File: config.mk
export PLATFORM = sky130hd
export DESIGN_NAME = phase_timer_flat
export DESIGN_NICKNAME = d
export VERILOG_FILES = /design/src/rtl/phase_timer_if.sv /design/src/rtl/phase_timer.sv /design/src/flat_wrapper.sv
export SDC_FILE = /design/constraint.sdc
export NUM_CORES = 1
export LEC_CHECK = 0
export ABC_CLOCK_PERIOD_IN_PS = 4400
export CAP_MARGIN = 25
export CORE_UTILIZATION = 35
export DETAILED_ROUTE_END_ITERATION = 12
export DONT_BUFFER_PORTS = 1
export PLACE_DENSITY = 0.49
export SYNTH_ARGS = -nofsm -noshare
export SYNTH_HDL_FRONTEND = slang
export SYNTH_SLANG_ARGS = --single-unit
File: constraint.sdc
create_clock -name CLOCK_50 -period 4.4 [get_ports CLOCK_50]
set_input_delay 0.44 -clock CLOCK_50 [delete_from_list [all_inputs] [get_ports CLOCK_50]]
set_output_delay 0.44 -clock CLOCK_50 [all_outputs]
set_load 0.05 [all_outputs]
File: src/rtl/phase_timer_if.sv
// Control/status bundle between the intersection FSM (master) and one phase_timer (slave).
interface phase_timer_if #(
    parameter int CNT_W = 8
);
    logic             load;
    logic [CNT_W-1:0] load_val;
    logic             start;
    logic             pause;
    logic             clear;
    logic [1:0]       rate_sel;
    logic             tick;
    logic [CNT_W-1:0] remaining;
    logic             busy;
    logic             done;
    logic [3:0]       bcd_tens;
    logic [3:0]       bcd_ones;

    modport master (
        output load, load_val, start, pause, clear, rate_sel,
        input  tick, remaining, busy, done, bcd_tens, bcd_ones
    );

    modport slave (
        input  load, load_val, start, pause, clear, rate_sel,
        output tick, remaining, busy, done, bcd_tens, bcd_ones
    );
endinterface

File: src/rtl/phase_timer.sv
// Programmable countdown timer with prescaler, expiry pulse and saturating BCD readout.
// Optional macro PHASE_TIMER_AUTO_RELOAD_EN: periodic reload from the reload register on expiry.
module phase_timer #(
    parameter int TICK_DIV = 50000000,
    parameter int CNT_W    = 8,
    parameter int PS_W     = 28
) (
    input  logic        CLOCK_50,
    input  logic        reset,
    phase_timer_if.slave bus
);
    typedef enum logic [1:0] {S_IDLE, S_RUN, S_PAUSE, S_DONE} state_t;

    localparam logic [PS_W-1:0] PS_MAX_1 = PS_W'(TICK_DIV - 1);
    localparam logic [PS_W-1:0] PS_MAX_2 = PS_W'(2 * TICK_DIV - 1);
    localparam logic [PS_W-1:0] PS_MAX_4 = PS_W'(4 * TICK_DIV - 1);

    state_t           state_q, state_d;
    logic [PS_W-1:0]  ps_q, ps_d, ps_max;
    logic [CNT_W-1:0] cnt_q, cnt_d;
    logic [CNT_W-1:0] reload_q, reload_d;
    logic [1:0]       rate_q;
    logic             done_q, done_d;
    logic             armed_q, armed_d;
    logic             tick;
    logic [31:0]      cnt_ext;

    always_comb begin
        case (rate_q)
            2'b00:   ps_max = '0;
            2'b01:   ps_max = PS_MAX_1;
            2'b10:   ps_max = PS_MAX_2;
            default: ps_max = PS_MAX_4;
        endcase
    end

    assign tick = (state_q == S_RUN) && (ps_q == ps_max);

    always_comb begin
        // NOTE: every variable gets a default first so no path leaves one unassigned (no latch).
        state_d  = state_q;
        ps_d     = ps_q;
        cnt_d    = cnt_q;
        reload_d = reload_q;
        armed_d  = armed_q;
        done_d   = 1'b0;

        if (bus.clear) begin
            cnt_d   = '0;
            ps_d    = '0;
            state_d = S_IDLE;
        end else if (bus.load) begin
            cnt_d    = bus.load_val;
            reload_d = bus.load_val;
            ps_d     = '0;
            armed_d  = 1'b1;
            state_d  = S_IDLE;
        end else if (bus.start && (state_q == S_PAUSE || (state_q == S_IDLE && armed_q))) begin
            // After reset nothing has been loaded yet, so start is ignored until the first load.
            if (cnt_q != '0) begin
                state_d = S_RUN;
            end else begin
                state_d = S_DONE;
                done_d  = 1'b1;
            end
        end else if (bus.pause && state_q == S_RUN) begin
            state_d = S_PAUSE;
        end else if (state_q == S_RUN) begin
            ps_d = tick ? '0 : ps_q + 1'b1;
            if (tick) begin
                if (cnt_q == CNT_W'(1)) begin
                    done_d = 1'b1;
`ifdef PHASE_TIMER_AUTO_RELOAD_EN
                    if (reload_q != '0) begin
                        cnt_d = reload_q;
                    end else begin
                        cnt_d   = '0;
                        state_d = S_DONE;
                    end
`else
                    cnt_d   = '0;
                    state_d = S_DONE;
`endif
                end else if (cnt_q != '0) begin
                    cnt_d = cnt_q - 1'b1;
                end
            end
        end

        // A new rate restarts the period so the next tick is a full new period away.
        if (bus.rate_sel != rate_q) begin
            ps_d = '0;
        end
    end

    always_ff @(posedge CLOCK_50) begin
        // NOTE: non-blocking assignments so every register samples pre-edge values.
        if (reset) begin
            state_q  <= S_IDLE;
            ps_q     <= '0;
            cnt_q    <= '0;
            reload_q <= '0;
            rate_q   <= 2'b00;
            done_q   <= 1'b0;
            armed_q  <= 1'b0;
        end else begin
            state_q  <= state_d;
            ps_q     <= ps_d;
            cnt_q    <= cnt_d;
            reload_q <= reload_d;
            rate_q   <= bus.rate_sel;
            done_q   <= done_d;
            armed_q  <= armed_d;
        end
    end

    assign cnt_ext = 32'(cnt_q);

    always_comb begin
        if (cnt_ext > 32'd99) begin
            bus.bcd_tens = 4'h9;
            bus.bcd_ones = 4'h9;
        end else begin
            bus.bcd_tens = 4'(cnt_ext / 32'd10);
            bus.bcd_ones = 4'(cnt_ext % 32'd10);
        end
    end

    assign bus.tick      = tick;
    assign bus.remaining = cnt_q;
    assign bus.busy      = (state_q == S_RUN) || (state_q == S_PAUSE);
    assign bus.done      = done_q;
endmodule

File: src/flat_wrapper.sv
// flat-port wrapper written by rule: the top's interface ports become plain ports
module phase_timer_flat 
#(
    parameter int TICK_DIV = 50000000,
    parameter int CNT_W    = 8,
    parameter int PS_W     = 28
)
  (CLOCK_50, reset, bus_load, bus_load_val, bus_start, bus_pause, bus_clear, bus_rate_sel, bus_tick, bus_remaining, bus_busy, bus_done, bus_bcd_tens, bus_bcd_ones);
  phase_timer_if #(.CNT_W(CNT_W)) bus_i ();
  input  logic CLOCK_50;
  input  logic reset;
  input wire logic [$bits(bus_i.load)-1:0] bus_load;
  input wire logic [$bits(bus_i.load_val)-1:0] bus_load_val;
  input wire logic [$bits(bus_i.start)-1:0] bus_start;
  input wire logic [$bits(bus_i.pause)-1:0] bus_pause;
  input wire logic [$bits(bus_i.clear)-1:0] bus_clear;
  input wire logic [$bits(bus_i.rate_sel)-1:0] bus_rate_sel;
  output wire logic [$bits(bus_i.tick)-1:0] bus_tick;
  output wire logic [$bits(bus_i.remaining)-1:0] bus_remaining;
  output wire logic [$bits(bus_i.busy)-1:0] bus_busy;
  output wire logic [$bits(bus_i.done)-1:0] bus_done;
  output wire logic [$bits(bus_i.bcd_tens)-1:0] bus_bcd_tens;
  output wire logic [$bits(bus_i.bcd_ones)-1:0] bus_bcd_ones;
  assign bus_i.load = bus_load;
  assign bus_i.load_val = bus_load_val;
  assign bus_i.start = bus_start;
  assign bus_i.pause = bus_pause;
  assign bus_i.clear = bus_clear;
  assign bus_i.rate_sel = bus_rate_sel;
  assign bus_tick = bus_i.tick;
  assign bus_remaining = bus_i.remaining;
  assign bus_busy = bus_i.busy;
  assign bus_done = bus_i.done;
  assign bus_bcd_tens = bus_i.bcd_tens;
  assign bus_bcd_ones = bus_i.bcd_ones;
  phase_timer #(.TICK_DIV(TICK_DIV), .CNT_W(CNT_W), .PS_W(PS_W)) u_core (.CLOCK_50(CLOCK_50), .reset(reset), .bus(bus_i));
endmodule
* Yosys cells after proc, flatten, opt, wreduce, memory -nomap -nowiden
Cells that the tools add are included.
Word-level totals: flip-flop bits (word level) 42, output and inout bits 19
Cells by class: add/subtract/negate cells 2, divide/modulo/power cells 2, magnitude comparators 1, equal/unequal tests 9, multiplexer cells 23, bitwise operators 3, reduce and logical (&&, ||, !) cells 22
Operator list (number):
- $pmux 28 s3 | 1
- $mux 8 | 7
- $div 8x4->32 const B | 1
- $mod 8x4->32 const B | 1
- $add 28x1->28 const B | 1
- $eq 28x28->1 | 1
- $mux 28 | 1
- $mux 2 | 6
- $reduce_bool 3->1 | 4
- $eq 8x1->1 const B | 1
- $gt 8x7->1 const B | 1
- $mux 4 | 2
- $reduce_bool 8->1 | 1
- $sub 8x1->8 const B | 1
- $mux 1 | 6
- $reduce_and 3->1 | 2
- $reduce_and 5->1 | 1
- $eq 2x1->1 const B | 2
- $eq 2x2->1 const B | 2
- $logic_and 1x1->1 | 4
- $logic_not 2->1 | 2
- $ne 2x2->1 const B | 2
- $reduce_bool 2->1 | 2
- $reduce_or 4->1 | 1
- 6 further kinds | 9

* Longest topological paths before layout
Gate-level depths: netlist (run 1).
depth in word-level cells 9, mapped depth 15, mapped depth without buffers 13

* Worst setup path before layout (run 1)
Ideal clock, no wire load.
path type register to output, from register u_core.cnt_q[5], in the netlist u_core.bus.remaining[5], to output port bus_bcd_ones[3], data arrival time 3.638 ns, slack 0.322 ns, cell stages (with the launch flop) 16, buffers on the path 2, cell sequence dfxtp_1 -> buf_6 -> nor2_2 -> inv_1 -> ha_1 -> nand2b_1 -> a311o_1 -> and2_4 -> a311oi_2 -> o211ai_1 -> buf_2 -> xnor2_1 -> ha_1 -> inv_1 -> o211a_1 -> or4b_1
Between the ends: longest elaborated chain between the ends 2
RTL lines:
- from (decl) | line phase_timer.sv:20 | logic [CNT_W-1:0] cnt_q, cnt_d;
- from (signal assigned) | line phase_timer.sv:109 | cnt_q <= cnt_d;
- $mod 8x4->32 / $gt 8x7->1 (equally long branches) | line phase_timer.sv:125, phase_timer.sv:120
- $mux 4 * | line phase_timer.sv:120 | if (cnt_ext > 32'd99) begin
- to (decl) | line flat_wrapper.sv:23 | output wire logic [$bits(bus_i.bcd_ones)-1:0] bus_bcd_ones;
Mark *: on every way between the ends. The rest lies on a longest branch, timed or not.

* Worst setup path in the final report (run 1)
from register u_core.cnt_q[6], in the netlist u_core.bus.remaining[6], to output port bus_bcd_ones[3]
The elaborated chain is that of the path after synthesis.

==> results of run 1 <==
## logic make-up after synthesis
kind of cell    count (synthesis)  share of synthesized area
simple gates                  184                      0.324
xor+xnor                       31                     0.0889
buf+inv                        33                     0.0463
flops                          42                      0.275
mux                             1                    0.00328
compound gates                 90                      0.201
fa+ha+maj                      15                     0.0614
## through the flow
stage,setup WS [ns],area [sq um],instances
global placement,0.653,3220,497
finish,0.283,3310,503
global route,0.0351,3310,503
floorplan,0.322,3060,396
CTS,0.209,3300,503
detailed placement,0.552,3220,497
## cells in the final DEF (no fill, tap or decap), drive strengths merged, types with 2 or more instances in the layout
master   count
nor2        45
dfxtp       42
nand2       39
o21ai       23
a21oi       21
xor2        19
nand3       18
inv         16
nor3        16
ha          15
buf         13
xnor2       12
and3        11
a31oi       10
nand4        8
or3          7
clkbuf       6
nor2b        5
and2         5
and4         4
nand2b       4
a21boi       4
nand4b       3
nand3b       3
a211oi       3
or3b         3
o211ai       3
o2111ai      3
or4b         2
nor4b        2
o221ai       2
o21bai       2
o311a        2
and3b        2
or2          2
o211a        2
a2111oi      2
nor4         2
or4          2
## area by class of cell
cell class | count | area share
multi-input combinational | 321 | 0.630
inverter | 16 | 0.0182
tap | 105 | 0.0397
sequential | 42 | 0.254
clock buffer | 6 | 0.0250
timing repair buffer | 13 | 0.0333
## synthesized netlist by cell type (all sizes together) (2+ instances only)
master	number
a2111oi	2
or4	2
nand3	18
nor3	16
nand4	8
ha	15
a21boi	4
o21ai	23
a21oi	21
o211ai	3
or2	2
or3	7
o2111ai	3
nor2b	5
buf	5
o211a	2
and3b	2
o311a	2
dfxtp	42
a31oi	10
xnor2	12
nand4b	3
and3	11
or4b	2
nand2b	4
and2	5
o221ai	2
nand3b	3
nor4b	2
o21bai	2
clkbuf	12
inv	16
nor4	2
a211oi	3
nor2	45
nand2	39
xor2	19
or3b	3
and4	4
## routing by layer
| layer | vias to the layer above | wire length (um) | track usage |
|---|---|---|---|
| li1 | 1441 | - | - |
| met1 | 1312 | 3940 | 0.255 |
| met2 | 59 | 3060 | 0.251 |
| met3 | 7 | 394 | 0.0391 |
| met4 | 0 | 62 | 0.0373 |
| met5 | - | 0 | 0 |
## worst paths after layout
| path | startpoint | end | depth (start not counted) |
|---|---|---|---|
| worst max-delay path | u_core.bus.remaining[6] | bus_bcd_ones[3] | 15 |
| worst min-delay path | reset | u_core.rate_q[1] | 1 |
| worst max register to register | u_core.rate_q[0] | u_core.bus.remaining[5] | 9 |
| worst min register to register | u_core.armed_q | u_core.armed_q | 2 |
## worst max-delay path, stage by stage (launching register included)
cell and delay (ns):
dfxtp_1 0.34, nor2_4 0.20, inv_1 0.07, ha_1 0.30, nand2b_1 0.21, a311o_1 0.40
and2_4 0.18, a311oi_2 0.24, o211ai_1 0.12, buf_4 0.19, xnor2_1 0.14, ha_1 0.16
inv_1 0.05, o211a_1 0.11, or4b_1 0.49, buf_4 0.20
## state kept, by name, summed over array words and instances (netlist names)
register	flops
u_core.armed_q	1
u_core.state_q	2
u_core.ps_q	28
u_core.bus.done	1
u_core.rate_q	2
u_core.bus.remaining	8
## where the power goes
| group | internal [mW] | switching, mW | leakage [nW] |
|---|---|---|---|
| Clock | 0.121 | 0.125 | 0.0431 |
| Combinational | 0.0668 | 0.122 | 0.819 |
| Sequential | 0.384 | 0.00995 | 0.340 |
## repair_timing
item,in CTS,in global routing
endpoints found under the setup margin,0,1
gates resized for setup,0,2
hold buffers,0,0
==> results.md, run 1 <==
* Result of the run: complete, no violations
* Vias in the first global route at between 2,000 and 3,000
* Count of different cell masters after synthesis at 71
* Yosys warns at 0
* DP HPWL at about 5.4 mm
* CP arrival at between 3 and 4 ns
* Crit path max fanout at 12
* # H-tree levels at 2
* Iteration count of the initial detailed-routing pass at 5
* Kind of critical path: flip-flop to output pin
* Wire length of the first global-routing pass at about 12 mm
* Largest net degree at the start of global routing at 29
* Worst-path clk slew at 0.07 ns
* Max Cap Viol at 0
* DIE WIDTH at 95.4 um
* Yosys top cell by area: dfxtp_1
* Maximum VDD drop at 0.107 mV
* Fillers at just under 900
* Pwr Total at 829 uW
* Syn Area/Cell at slightly below 8 sq um
* Clk Latency, worst-skew pair at between 0.2 and 0.3 ns
* Pwr per Cell Area at between 200 and 300 nW/um^2
* CP Launch Type: flip-flop
* GRT Util Overall at 0.172
* Via-to-Cell Ratio at 5.60
* Pleak at ~1.2 nW
* Grt ovf at 0
* Critical path capture point type: output pin
* Total number of vias at 2,819
* CTS tree: done
* Worst-Margin Slew at 0.766 ns
* WL per Instance at approximately 15 um
* NumNets Final at 430
* Ant. Diodes at 0
* Final wirelength at about 7.5 mm
* Routed Antenna Nets at 0
* Synthesized instance count at 396
* Fmax at 243 MHz
* Multi-input gate area at between 2000 and 2500 sq um
* Max-slew violation count at 0
* Required @ worst endpoint at 3.96 ns
* GPL Wtd Cong at 0.912
* WHS at approximately 0.21 ns
* Die Area at ~9000 sq um
* Setup bufs post-CTS at 0
* Max Clock Skew at about 0.0034 ns
* Synth Flop Type: dfxtp_1
* Yosys reg bits at 42
* Syn nets at ~430
* R2R setup slack at 1.45 ns
* RSZ-0062 raised after global routing: false
* Total negative slack at 0 ns
* Final cycle utilization of the critical path at 0.936
* Ranking of synthesized cells by area: dfxtp_1, ha_1, xor2_1, nor2_1, nand2_1
* Post-synth top area share at 0.275
* Sequential-to-total area share from yosys stat at 0.275
* Initial Util at 0.366
* TritonCTS Buffers at 5
* Clock root cell: clkbuf_8
* Initial antenna violation count at 0
* Initial drt markers at between 150 and 200
* Min Clock Period, post-route at roughly 4.1 ns
* IO Port Bufs at 0
* Row Count at 33
* # setup viols final at 0
* Area of the mapped netlist at roughly 3100 sq um
* Clk sink count at 42
* Fin. Hold Viols at 0
* Area delta synth->final at 8.23%
* Core area at 8340 sq um
* Post-synth EDFFs at 0
* Relative slew slack at 0.489
* DRC at 0
* Final Core Density at 0.396
* Share of layout cells above drive strength 1 at 0.0980
* Die height at about 95 um
* Async SR Flop Fraction at 0
* Hold WC Path Type: input port to flip-flop
* IO Count at 35
* Max clock buf depth at 2
* FF/Latch Area at approximately 840 sq um
(Power assumes the default switching activity.)
==> run 2: changes to the inputs <==
Settings changed: ABC_CLOCK_PERIOD_IN_PS 4400 to 5200, CORE_ASPECT_RATIO set to 1.1, PLACE_DENSITY 0.49 to 0.57.
Clock period 4.4 ns to 5.2 ns, I/O delays scaled along.
==> run 2 against run 1 <==
Final cell count did not move. Final area shrank 0.19%. Global-route usage down 0.99 points. Clock skew up 0.0046 ns. First-iteration DRC count up 25%. Combinational power decreased by 26%. Critical path type unchanged.
==> results.md, run 2 (synthesis gave the netlist of run 1 again) <==
* Hold path start: reset
* DRC at 0 (unchanged)
* Area delta synth->final at 8.03%
* GPL Wtd Cong at 0.879 (-3.6%)
* Relative slew slack at 0.301 (-0.188)
* Vias in the first global route at 2,566 (+0.98%)
* Maximum VDD drop at 0.141 mV (+31%)
* Max-slew violation count at 0 (unchanged)
* Clk Latency, worst-skew pair at 0.30 ns (about the same)
* Critical path capture point type: output pin
* Multi-input gate area at 2070 sq um (-0.42%)
* Ant. Diodes at 0 (unchanged)
* Largest register by flop count: u_core.ps_q
* GRT Util Overall at 0.162 (-0.00988)
* Die height at 100 um (+4.8%)
* Pwr per Cell Area at 241 nW/um^2 (-3.8%)
* Via-to-Cell Ratio at 5.57 (-0.60%)
* Max Cap Viol at 0 (unchanged)
* Placed Cells at 495 (-0.40%)
* Post-CTS resize count at 0 (unchanged)
* Pleak at 1.19 nW (-1.4%)
* Reg2reg start: u_core.rate_q[0]
* Iteration count of the initial detailed-routing pass at 5 (unchanged)
* Largest net degree at the start of global routing at 25 (-14%)
* Hold WC Path Type: input port to flip-flop
* Die Area at 9110 sq um (about the same)
* Initial antenna violation count at 0 (unchanged)
* Fillers at 892 (+0.22%)
* Grt peak-use layer: met2
* Clk sink count at 42 (unchanged)
* DIE WIDTH at 91.1 um (-4.6%)
* Hold_buf cts at 0 (unchanged)
* CTS tree: done
* Clock root cell: clkbuf_8
* Final wirelength at 7.20 mm (-3.4%)
* DP HPWL at 5.31 mm (-2.4%)
* Commonest non-fill, non-tap cells in the layout: nor2_1, dfxtp_1, nand2_1
* Max clock buf depth at 2 (unchanged)
* NumNets Final at 422 (-1.9%)
* Min Clock Period, post-route at between 4 and 5 ns
* Grt ovf at 0 (unchanged)
* Met3 Track Usage GR at 0.0273 (-0.0118)
* TritonCTS Buffers at 5 (unchanged)
* WL per Instance at 14.3 um (-3.4%)
* Result of the run: complete, no violations
* Total negative slack at 0 ns (unchanged)
* Wire length of the first global-routing pass at 12.2 mm (-2.0%)
* Total number of vias at 2,802 (-0.60%)
* # setup viols final at 0 (unchanged)
* Setup bufs post-CTS at 0 (unchanged)
* Core area at 8410 sq um (+0.81%)
* FF/Latch Area at 841 sq um (unchanged)
* Crit path launch: u_core.bus.remaining[6]
* IO Count at 35 (unchanged)
* Routed Antenna Nets at 0 (unchanged)
* Row Count at 35 (+6.1%)
* Fin. Hold Viols at 0 (unchanged)
* RSZ-0062 raised after global routing: false
* Largest register FFs at 28 (unchanged)
* CP arrival at 4.01 ns (+0.33 ns)
* Met2 Usage GRT at 0.274 (+0.0233)
* Initial drt markers at 198 (+25%)
* Pwr Total at 796 uW (-4.0%)
* Fmax at about 220 MHz
* # H-tree levels at 2 (unchanged)
* Initial Util at 0.363 (-0.00294)
* Kind of critical path: flip-flop to output pin
* Share of layout cells above drive strength 1 at 0.0816 (-0.0164)
* Routing usage on met1 at 0.210 (-0.0447)
* CP Launch Type: flip-flop
* Crit path max fanout at 12 (unchanged)
* Required @ worst endpoint at 4.68 ns (+0.72 ns)
* Final Non-Filler Cells at 503 (unchanged)
* IO Port Bufs at 0 (unchanged)
* Worst-path clk slew at 0.09 ns (+0.02 ns)
* R2R setup slack at 2.30 ns (+0.85 ns)
* Final cycle utilization of the critical path at 0.872
* Max Clock Skew at 0.00795 ns (+0.00458 ns)
* Worst-Margin Slew at 1.05 ns (+0.280 ns)
==> run 2: stage by stage <==
stage               hold WS [ns]  worst slack, ns  area, sq um  utilization
floorplan                  0.437             1.04         3060            -
global placement           0.459             1.15         3140        0.374
detailed placement         0.472             1.04         3160        0.376
CTS                        0.267            0.709         3300        0.393
global route               0.264            0.388         3300        0.393
finish                     0.276            0.668         3300        0.393
==> run 2: area by class of cell <==
type,count,share of cell area
clock buffers,6,0.0250
repair buffers,5,0.0136
multi-input cells,321,0.628
inverters,16,0.0182
well taps,111,0.0421
flip-flops and latches,42,0.255
clock inverters,2,0.0182
==> run 2: per-layer routing <==
metal | routed length (um) | vias up
li1 | - | 1415
met1 | 3400 | 1311
met2 | 3340 | 62
met3 | 327 | 14
met4 | 127 | 0
met5 | 0 | -
==> run 2: final timing paths <==
kind                                                 to  cells after the start
worst max register to register  u_core.bus.remaining[5]                      9
worst min register to register           u_core.armed_q                      2
worst min-delay path                   u_core.rate_q[1]                      1
worst max-delay path                    bus_bcd_ones[3]                     13
==> run 2: power breakdown <==
group,total (mW),switching [mW],leakage [nW],internal [mW]
clock,0.320,0.115,0.0714,0.205
sequential,0.336,0.0113,0.340,0.325
combinational,0.140,0.0975,0.774,0.0422
==> run 2: critical path, stage by stage (launching register included) <==
cell and delay, ns:
dfxtp_1 0.32, nor2_2 0.26, inv_1 0.08, ha_1 0.31, nand2b_1 0.20, o21ai_1 0.34, nand2_1 0.18, o32ai_1 0.27
o211ai_1 0.39, xnor2_1 0.27, ha_1 0.16, inv_1 0.05, o211a_1 0.12, or4b_1 0.77
